--- src/rtl/mode_router.sv ---
// Routes the active mode's LCD character and switch presses; mode changes only at LCD frame end.
// Latency: data_char, sw_pulse and mode_chg are registered, one cycle after their inputs.
// Presses are dropped while a switch is pending. Optional idle timeout: MODE_ROUTER_TIMEOUT_EN.
module mode_router #(
  parameter int N_MODES   = 4,
  parameter int SW_W      = 4,
  parameter int CHAR_W    = 8,
  parameter int IDX_W     = 5,
  parameter int LAST_IDX  = 31,
  parameter int TIMEOUT_S = 30
) (
  input  logic                         clk,
  input  logic                         rst,
  input  logic                         en_1hz,
  input  logic [N_MODES-1:0]           mode_sel,
  input  logic [SW_W-1:0]              sw_in,
  input  logic [IDX_W-1:0]             index_char,
  input  logic [N_MODES*CHAR_W-1:0]    data_in,
  output logic [CHAR_W-1:0]            data_char,
  output logic [N_MODES*SW_W-1:0]      sw_pulse,
  output logic [$clog2(N_MODES)-1:0]   mode,
  output logic                         mode_chg
);

  localparam int MW = $clog2(N_MODES);

  typedef enum logic {IDLE = 1'b0, PENDING = 1'b1} state_t;

  state_t                    state_q, state_d;
  logic [MW-1:0]             mode_q, mode_d;
  logic [MW-1:0]             pend_q, pend_d;
  logic [MW-1:0]             req_raw, req;
  int                        sel_hits;
  logic                      switch_now;
  logic [SW_W-1:0]           sw_q, rise;
  logic [N_MODES*SW_W-1:0]   pulse_q, pulse_d;
  logic [CHAR_W-1:0]         data_q, data_d;
  logic                      chg_q;

  assign rise = sw_in & ~sw_q;

  // Decode the DIP one-hot request; anything but a single set bit means mode 0.
  always_comb begin
    req_raw  = '0;
    sel_hits = 0;
    for (int k = 0; k < N_MODES; k++) begin
      if (mode_sel[k]) begin
        sel_hits = sel_hits + 1;
        req_raw  = MW'(k);
      end
    end
    if (sel_hits != 1) req_raw = '0;
  end

`ifdef MODE_ROUTER_TIMEOUT_EN
  logic [7:0]          cnt_q, cnt_d;
  logic                ovr_q, ovr_d;
  logic [N_MODES-1:0]  sel_q;

  assign req = ovr_q ? '0 : req_raw;

  // Idle-seconds counter; reaching the limit forces the request to mode 0 until mode_sel moves.
  always_comb begin
    cnt_d = cnt_q;
    ovr_d = ovr_q;
    if ((|rise) || switch_now || (mode_q == '0)) begin
      cnt_d = '0;
    end else if (en_1hz && (cnt_q != 8'hFF)) begin
      cnt_d = cnt_q + 8'd1;
      if (cnt_q + 8'd1 == 8'(TIMEOUT_S)) ovr_d = 1'b1;
    end
    if (mode_sel != sel_q) ovr_d = 1'b0;
  end

  // Timeout state registers.
  always_ff @(posedge clk or posedge rst) begin
    if (rst) begin
      cnt_q <= '0;
      ovr_q <= 1'b0;
      sel_q <= '0;
    end else begin
      cnt_q <= cnt_d;
      ovr_q <= ovr_d;
      sel_q <= mode_sel;
    end
  end
`else
  logic unused_en;
  assign unused_en = en_1hz;
  assign req       = req_raw;
`endif

  // Switch FSM: hold a differing request until the last character of the frame.
  always_comb begin
    state_d    = state_q;
    pend_d     = pend_q;
    mode_d     = mode_q;
    switch_now = 1'b0;
    case (state_q)
      IDLE: begin
        if (req != mode_q) begin
          pend_d  = req;
          state_d = PENDING;
        end
      end
      PENDING: begin
        pend_d = req;
        if (req == mode_q) begin
          state_d = IDLE;
        end else if (index_char == IDX_W'(LAST_IDX)) begin
          mode_d     = pend_q;
          switch_now = 1'b1;
          state_d    = IDLE;
        end
      end
      default: state_d = IDLE;
    endcase
  end

  // Character mux and press routing to the active lane; presses vanish outside IDLE.
  always_comb begin
    data_d  = '0;
    pulse_d = '0;
    for (int k = 0; k < N_MODES; k++) begin
      if (mode_q == MW'(k)) begin
        data_d = data_in[k*CHAR_W +: CHAR_W];
        if (state_q == IDLE) pulse_d[k*SW_W +: SW_W] = rise;
      end
    end
  end

  // Core state and output registers.
  always_ff @(posedge clk or posedge rst) begin
    if (rst) begin
      state_q <= IDLE;
      mode_q  <= '0;
      pend_q  <= '0;
      sw_q    <= '0;
      pulse_q <= '0;
      data_q  <= '0;
      chg_q   <= 1'b0;
    end else begin
      state_q <= state_d;
      mode_q  <= mode_d;
      pend_q  <= pend_d;
      sw_q    <= sw_in;
      pulse_q <= pulse_d;
      data_q  <= data_d;
      chg_q   <= switch_now;
    end
  end

  assign data_char = data_q;
  assign sw_pulse  = pulse_q;
  assign mode      = mode_q;
  assign mode_chg  = chg_q;

endmodule

--- config.mk ---
export PLATFORM = sky130hd
export DESIGN_NAME = mode_router
export DESIGN_NICKNAME = d
export VERILOG_FILES = /design/src/rtl/mode_router.sv
export SDC_FILE = /design/constraint.sdc
export NUM_CORES = 1
export LEC_CHECK = 0
export BUFFER_PORTS_ARGS = -buffer_cell sky130_fd_sc_hd__buf_2
export CAP_MARGIN = 10
export CORE_MARGIN = 2
export CORE_UTILIZATION = 31
export CTS_CLUSTER_DIAMETER = 120
export CTS_CLUSTER_SIZE = 24
export DETAILED_ROUTE_END_ITERATION = 16
export SYNTH_ARGS = -nofsm -noshare
export SYNTH_HDL_FRONTEND = slang
export SYNTH_SLANG_ARGS = --single-unit
--- constraint.sdc ---
create_clock -name clk -period 1.5 [get_ports clk]
set_clock_uncertainty 0.2 [all_clocks]
set_input_delay 0 -clock clk [delete_from_list [all_inputs] [get_ports clk]]
set_output_delay 0 -clock clk [all_outputs]
set_load 0.05 [all_outputs]
### After elaboration in Yosys (flattened, before gate mapping)

Cells that the tools add are included.

* flip-flop bits (word level): 34
* bits of input ports: 48
* output and inout port bits: 27
* logic and storage cells: 50

* add/subtract/negate cells: 3
* eq/ne operators: 8
* mux-type cells: 26
* bitwise logic cells: 4
* reduce and logical (&&, ||, !) cells: 2

Operator list (number)
* $add A32 B2 Y32 const B: 3
* $mux W32: 3
* $mux W8: 4
* $ne A32 B2 Y1 const B: 1
* $mux W4: 5
* $mux W1: 8
* $mux W2: 4
* $eq A5 B5 Y1 const B: 1
* $and A4 B4 Y4: 1
* $eq A2 B2 Y1 const B: 2
* $not A4 Y4: 1
* $pmux W2 S2: 1
* $reduce_and A3 Y1: 1
* $eq A2 B1 Y1 const B: 1
* $eq A2 B2 Y1: 1
* $logic_not A2 Y1: 1
* $ne A2 B2 Y1: 1
* $ne A2 B2 Y1 const B: 1
* $not A1 Y1: 2
* $pmux W1 S2: 1

### Logic depth before layout (Yosys ltp)

Gate-level depths: netlist of run 1.

* depth in word-level cells: 12
* mapped depth: 10
* depth with buffers taken out: 10

### Worst setup path before layout of run 1

Ideal clock, no wire load.

* path type: in2reg
* from: in mode_sel[0]
* to: reg chg_q (netlist: mode_chg)
* library setup time: 0.069 ns
* arrival time: 1.769 ns
* required time: 1.231 ns
* path slack: -0.538 ns
* stages on the path: 9
* buffers on the path: 0
* cells stage by stage: inv_1 -> ha_1 -> xor2_1 -> ha_1 -> nand3b_1 -> o311ai_2 -> o311ai_4 -> mux2_4 -> nor2_2

* word-level cells in the longest chain between the ends: 12

RTL lines
* start: declaration: line 15 `input logic [N_MODES-1:0] mode_sel,`
* $mux W1 *: line 47 `if (mode_sel[k]) begin`
* $add A32 B2 Y32: line 48 `sel_hits = sel_hits + 1;`
* $mux W32 *: line 47
* $add A32 B2 Y32: line 48
* $mux W32 *: line 47
* $add A32 B2 Y32: line 48
* $mux W32 *: line 47
* $ne A32 B2 Y1 *: line 52 `if (sel_hits != 1) req_raw = '0;`
* $mux W2 *: line 52
* $eq A2 B2 Y1 *: line 108 `if (req == mode_q) begin`
* $mux W1 *: line 108
* $mux W1 *: line 99 `case (state_q)`
* via switch_now: line 34 `logic switch_now;`
* end signal: assignment: line 149 `chg_q <= switch_now;`
* end: declaration: line 38 `logic chg_q;`

Mark *: on every way through the listed nets, which the timed path passes. The rest lies on a longest branch.
A chain may end at the register's enable or synchronous reset.

### Worst setup path in the final report of run 1

* from: in mode_sel[1]
* to: reg mode_q[0] (netlist: mode[0])

* word-level cells in the longest chain between the ends: 10
* elaborated cells on any way between the ends: 13

RTL lines
* $mux W32: line 47
* $add A32 B2 Y32: line 48
* $mux W32: line 47
* $add A32 B2 Y32: line 48
* $mux W32: line 47
* $ne A32 B2 Y1: line 52
* $mux W2 *: line 52
* $eq A2 B2 Y1 *: line 108
* $not A1 Y1 (no source line) *
* $reduce_and A3 Y1 (no source line) *
* end signal: assignment: line 144 `mode_q <= mode_d;`
* end: declaration: line 30 `logic [MW-1:0] mode_q, mode_d;`

Mark *: on every way between the ends. The rest lies on a longest branch, timed or not.

==> flow_summary_export.csv, run 1 <==
group,metric,value,unit
logic_synthesis,synthCells,128,
cts,clkTransAtPathRegs,0.06,ns
die,die_y,75.7,microns
cts,cts_tree,"done",
die,die_x,75.7,microns
routing,drt_iter0_drc,84,
sta,relSlewSlack,71.7,%
cts,cts_made_buffers,5,
finish,fin_cells,337,
sta,clock.fmax,0.579,GHz
cts,cts.sinks,34,
global_route,busiest_layer,"met2",
finish,nFillCells,432,
die,core,5040,sq um
global_route,grt_use_total,14.4,%
global_route,grt_start_max_net_pins,35,
run,maxCapViolCount,0,
sta,rsz0062_at_grt,"yes",
logic_synthesis,syn_area_per_cell,12.4,sq um
logic_synthesis,synth_flop_cell,"dfrtp_1",
outcome,status,"complete, but fails checks",
routing,wirelength,4.26,mm
placement,gp_congestion,0.804,
placement,place_area,2170,sq um
placement,hpwl,2.74,mm
setup_path,critical_path.max_fanout,7,
finish,drive_above_1_share,48.7,%
pwr,ir_drop,541,uV
routing,vias_per_cell,4.42,
logic_synthesis,postSynthNetCount,179,
pwr,p_per_area,1340,nW/um^2
sta,min_period,1.73,ns
logic_synthesis,synth_edf_count,0,
setup_path,path_class,"in -> reg",
setup_path,start_kind,"primary input",
sta,fin_setup_tns,-1.07,ns
logic_synthesis,synth-seq-area-share,53.5,%
logic_synthesis,synthArstFlopShare,100,%
logic_synthesis,synth_cell_types,37,
die,io_pins,75,
pwr,power.leakage,1.33,nW
routing,ant_nets,0,
cts,htree_levels,2,
finish,antenna_cells,0,
sta,final-setup-viol-count,6,
routing,drc,0,
cts,cts_buffer_depth,2,
global_route,grt_overflow,0,
global_route,use_met1,15.0,%
routing,detail_route.wl_per_cell,12.6,microns
die,rows,26,
hold_path,hp-class,"in -> reg",
die,start_util,31.6,%
sta,finalMaxSlewViolations,0,
outcome,violations,"negative hold slack, negative setup slack",
setup_path,cp.required,1.49,ns
sta,timing.hold.ws,-0.000602,ns
placement,place_inst,283,
global_route,use_met2,27.3,%
setup_path,cp.arrival,1.72,ns
global_route,grt_pass1_wl,6.09,mm
global_route,grt_pass1_vias,1478,
cts,clk_latency,0.28,ns
cts,root_buffer,"clkbuf_8",
sta,tightest_slew,0.424,ns
sta,finalCritPeriodShare,115,%
placement,pre_cts_ws,-0.606,ns
finish,fin_nets,317,
routing,drt_first_pass_iters,4,
global_route,use_met3,3.31,%
placement,port_buffers,73,
sta,final_hold_viol_count,1,
logic_synthesis,synth.cell_area,1590,sq um
routing,vias,1490,
logic_synthesis,yosys_register_bits,34,
global_route,antenna_found_initial,0,
sta,worst_slack,-0.226,ns
setup_path,end_kind,"flop",
die,die_area,5720,sq um
finish,syn_to_final_growth,72.5,%
finish,final_area,2750,sq um
logic_synthesis,yosysWarnings,0,
## flip-flops by register name (all words and copies together), names as in the netlist
signal / cells
mode: 2
data_char: 8
sw_pulse: 16
sw_q: 4
mode_chg: 1
pend_q: 2
state_q: 1
## synthesized netlist by cell type (all sizes together) (2+ instances only)
library cell | number | area share, %
dfrtp | 34 | 53
nor2 | 18 | 4.6
nand2 | 10 | 2.5
mux4 | 8 | 11
inv | 6 | 1.4
nor3 | 6 | 1.9
nand2b | 5 | 2.0
buf | 4 | 2.2
a21oi | 3 | 0.94
ha | 3 | 2.4
o32ai | 3 | 1.7
xor2 | 3 | 1.7
a21o | 2 | 1.1
clkbuf | 2 | 0.47
nand3 | 2 | 0.63
nand4 | 2 | 0.79
o311ai | 2 | 2.7
xnor2 | 2 | 1.6
## worst paths after layout
path / startpoint / to / slack (ns) / cells after the start
max in group asynchronous: rst / mode[1] / 0.61 / 4
max reg2reg: mode[1] / mode_chg / -0.08 / 5
min in group asynchronous: rst / data_char[4] / 0.16 / 4
min reg2reg: pend_q[1] / pend_q[1] / 0.37 / 2
min: mode_sel[2] / pend_q[0] / -0.0006 / 4
max: mode_sel[1] / mode[0] / -0.23 / 11
## cell families after synthesis
logic type	count (synthesis)	synth area share, %
multiplexers	10	12.9
AND/OR/NAND/NOR	48	15.0
buffers and inverters	12	4.09
AO/OA/AOI/OAI	16	8.96
XOR/XNOR	5	3.22
adder cells (fa/ha/maj)	3	2.36
flip-flops	34	53.5
## power by group
part,internal [mW],switching (mW),total [mW]
combinational,0.728,1.08,1.81
sequential,1.10,0.0824,1.18
clock,0.369,0.325,0.693
total,2.19,1.48,3.68
## routing by layer
metal	up-vias	wire length, microns
met3	4	345
li1	727	-
met1	701	1730
met2	58	2120
met5	-	0
met4	0	61
## critical path: stages
cell      delay (ns)
buf_8           0.09
inv_8           0.03
ha_4            0.26
xor2_1          0.14
ha_1            0.26
nand3b_1        0.18
o311ai_2        0.10
o311ai_4        0.22
buf_4           0.18
a21o_2          0.17
o211ai_1        0.08
## final cells by class
type	count	area [sq um]	share of cell area, %
Timing Repair Buffer	137	975	35.5
Sequential cell	34	853	31.1
Multi-Input combinational cell	82	697	25.4
Tap cell	70	87.6	3.19
Clock buffer	6	82.6	3.01
Inverter	6	37.5	1.37
Clock inverter	2	12.5	0.456
## cells in the final DEF, fill, tap and decap left out, types with 3 or more instances in the layout
cell type	n
buf_4	21
nor2_1	16
buf_2	71
nand2_1	9
dfrtp_1	32
nand2b_1	5
inv_1	3
nor3_1	6
dlygate4sd3_1	42
mux4_2	8
o32ai_1	3
clkbuf_8	6
xor2_1	3
## timing repair
item	CTS	global route
endpoints found under the hold margin	64	0
resized for setup	7	3
endpoints found under the setup margin	6	14
hold buffers	42	0
pin swaps	7	8
setup buffers	3	1
gates cloned	0	0
## per-stage QoR
step	total power [mW]	hold WS [ns]	utilization, %
after floorplan	2.44	-0.169	-
after global placement	2.87	-0.0844	43.0
after detailed placement	2.87	-0.0856	43.0
after CTS	3.68	0.0119	54.1
after global routing	3.88	0.0499	54.4
final	3.68	-0.000602	54.4
Note: power is estimated with default switching activity, not from simulation.
==> run 2: changes to the inputs <==
==> constraint.sdc (replaced) <==
create_clock -name clk -period 2.2 [get_ports clk]
set_clock_uncertainty 0.2 [all_clocks]
set_input_delay 0.33 -clock clk [delete_from_list [all_inputs] [get_ports clk]]
set_output_delay 0.33 -clock clk [all_outputs]
set_load 0.05 [all_outputs]
==> flow_summary_export.csv, run 2 (synthesis gave the netlist of run 1 again) <==
group,metric,value,unit
outcome,status,"finished clean",
sta,rsz0062_at_grt,"no",
die,core,5040,sq um
finish,fin_nets,271,
routing,drc,0,
cts,cts.repair.resized,0,
cts,root_buffer,"clkbuf_8",
cts,postCtsSetupRepairBufs,0,
cts,cts.sinks,34,
sta,final-setup-viol-count,0,
routing,topRoutingLayerUsed,"met4",
hold_path,hp-class,"in -> reg",
routing,drt_first_pass_iters,3,
finish,final_cell_mix,"buf_2, dfrtp_1, nor2_1, buf_4, nand2_1",
routing,detail_route.wl_per_cell,12.6,microns
finish,largest_reg_flops,16,
global_route,grt_pass1_vias,1205,
placement,gp_congestion,0.747,
placement,place_inst,278,
sta,clock.fmax,0.477,GHz
routing,wl_met3,302,microns
pwr,power.leakage,1.13,nW
routing,wl_met1,1.52,mm
sta,finalCritPeriodShare,95.2,%
cts,clkTransAtPathRegs,0.06,ns
placement,port_buffers,73,
routing,route.met2.wl,1.75,mm
setup_path,cp_cell_sequence,"buf_2 -> inv_2 -> ha_4 -> xor2_1 -> ha_1 -> nand3b_1 -> o311ai_2 -> o311ai_4 -> mux2i_1 -> o32ai_1",
die,die_area,5720,sq um
sta,final_hold_viol_count,0,
die,start_util,31.6,%
cts,cts_buffer_depth,2,
placement,pre_cts_ws,-0.207,ns
routing,wirelength,3.65,mm
cts,clk_latency,0.28,ns
setup_path,critical_path.max_fanout,8,
routing,ant_nets,0,
finish,drive_above_1_share,52.3,%
global_route,antenna_found_initial,0,
routing,vias_per_cell,4.46,
die,die_y,75.7,microns
finish,syn_to_final_growth,42.9,%
finish,nFillCells,465,
finish,antenna_cells,0,
pwr,p_per_area,1070,nW/um^2
cts,htree_levels,2,
finish,utilization,45.1,%
setup_path,slowest_delay,0.30,ns
sta,worst_slack,0.105,ns
setup_path,cp.required,2.19,ns
cts,cts_tree,"done",
routing,vias,1292,
sta,relSlewSlack,69.6,%
cts,cts_made_buffers,5,
setup_path,path_class,"in -> reg",
sta,finalMaxSlewViolations,0,
global_route,grt_overflow,0,
setup_path,start_kind,"primary input",
placement,hpwl,2.80,mm
pwr,ir_drop,363,uV
global_route,grt_pass1_wl,5.36,mm
die,io_pins,75,
global_route,grt_use_total,12.9,%
sta,min_period,2.09,ns
global_route,grt_start_max_net_pins,27,
die,rows,26,
setup_path,end_kind,"flop",
setup_path,crit_slowest_cell,"ha_1",
routing,drt_iter0_drc,51,
setup_path,reg2regPathDepth,5,
sta,tightest_slew,0.455,ns
run,maxCapViolCount,0,
finish,fin_cells,290,
hold_path,hold_depth,2,
setup_path,cp.arrival,2.08,ns
die,die_x,75.7,microns
finish,final_common_cell,"buf_2",
cts,hold_buffers,5,
run 2: cell count changes in the layout (fill, tap and decap cells not counted), sizes merged:
cell and change:
dlygate4sd3 -37, buf -9, clkinvlp -1, clkinv -1
bufinv +1
run 2: worst paths after layout:
kind / startpoint / to / slack, ns
worst min register to register: sw_q[0] / sw_pulse[12] / 0.36
worst min-delay path: data_in[31] / data_char[7] / 0.16
worst max-delay path: mode_sel[1] / pend_q[1] / 0.11
max in group asynchronous: rst / state_q / 0.82
min in group asynchronous: rst / data_char[2] / 0.34
worst max register to register: mode[1] / state_q / 0.55
run 2: layout make-up:
class / count / area (sq um) / share of cell area [%]
sequential: 34 / 851 / 37.4
multi-input combinational: 82 / 688 / 30.3
timing repair buffer: 91 / 513 / 22.6
tap: 70 / 87.6 / 3.85
clock buffer: 6 / 82.6 / 3.63
clock inverter: 1 / 30.0 / 1.32
inverter: 6 / 22.5 / 0.990
run 2: layer usage:
layer | GRT usage (%) | vias to the layer above
met5 | 0 | -
met4 | 7.02 | 0
met3 | 3.04 | 6
met2 | 22.2 | 56
met1 | 14.8 | 598
li1 | - | 632
run 2: report_power, final:
part | switching, mW | leakage [nW] | internal, mW
clock | 0.213 | 0.0573 | 0.362
sequential | 0.0752 | 0.432 | 0.743
combinational | 0.672 | 0.642 | 0.364
total | 0.961 | 1.13 | 1.47
run 2: through the flow:
stage                     instance area, sq um  power (mW)  TNS [ns]  hold WS, ns
after floorplan                           1600        1.61         0        0.161
after global placement                    2110        1.87    -0.718        0.105
after detailed placement                  2110        1.87    -0.964        0.105
after CTS                                 2270        2.46         0        0.151
after global routing                      2270        2.57         0        0.152
final                                     2270        2.43         0        0.161
run 2: worst max-delay path: cells and delay by family:
family / cells / cell delay (ns)
simple gates: 1 / 0.18
xor+xnor: 1 / 0.14
fa+ha+maj: 2 / 0.50
compound gates: 3 / 0.56
buf+inv: 2 / 0.19
mux: 1 / 0.17
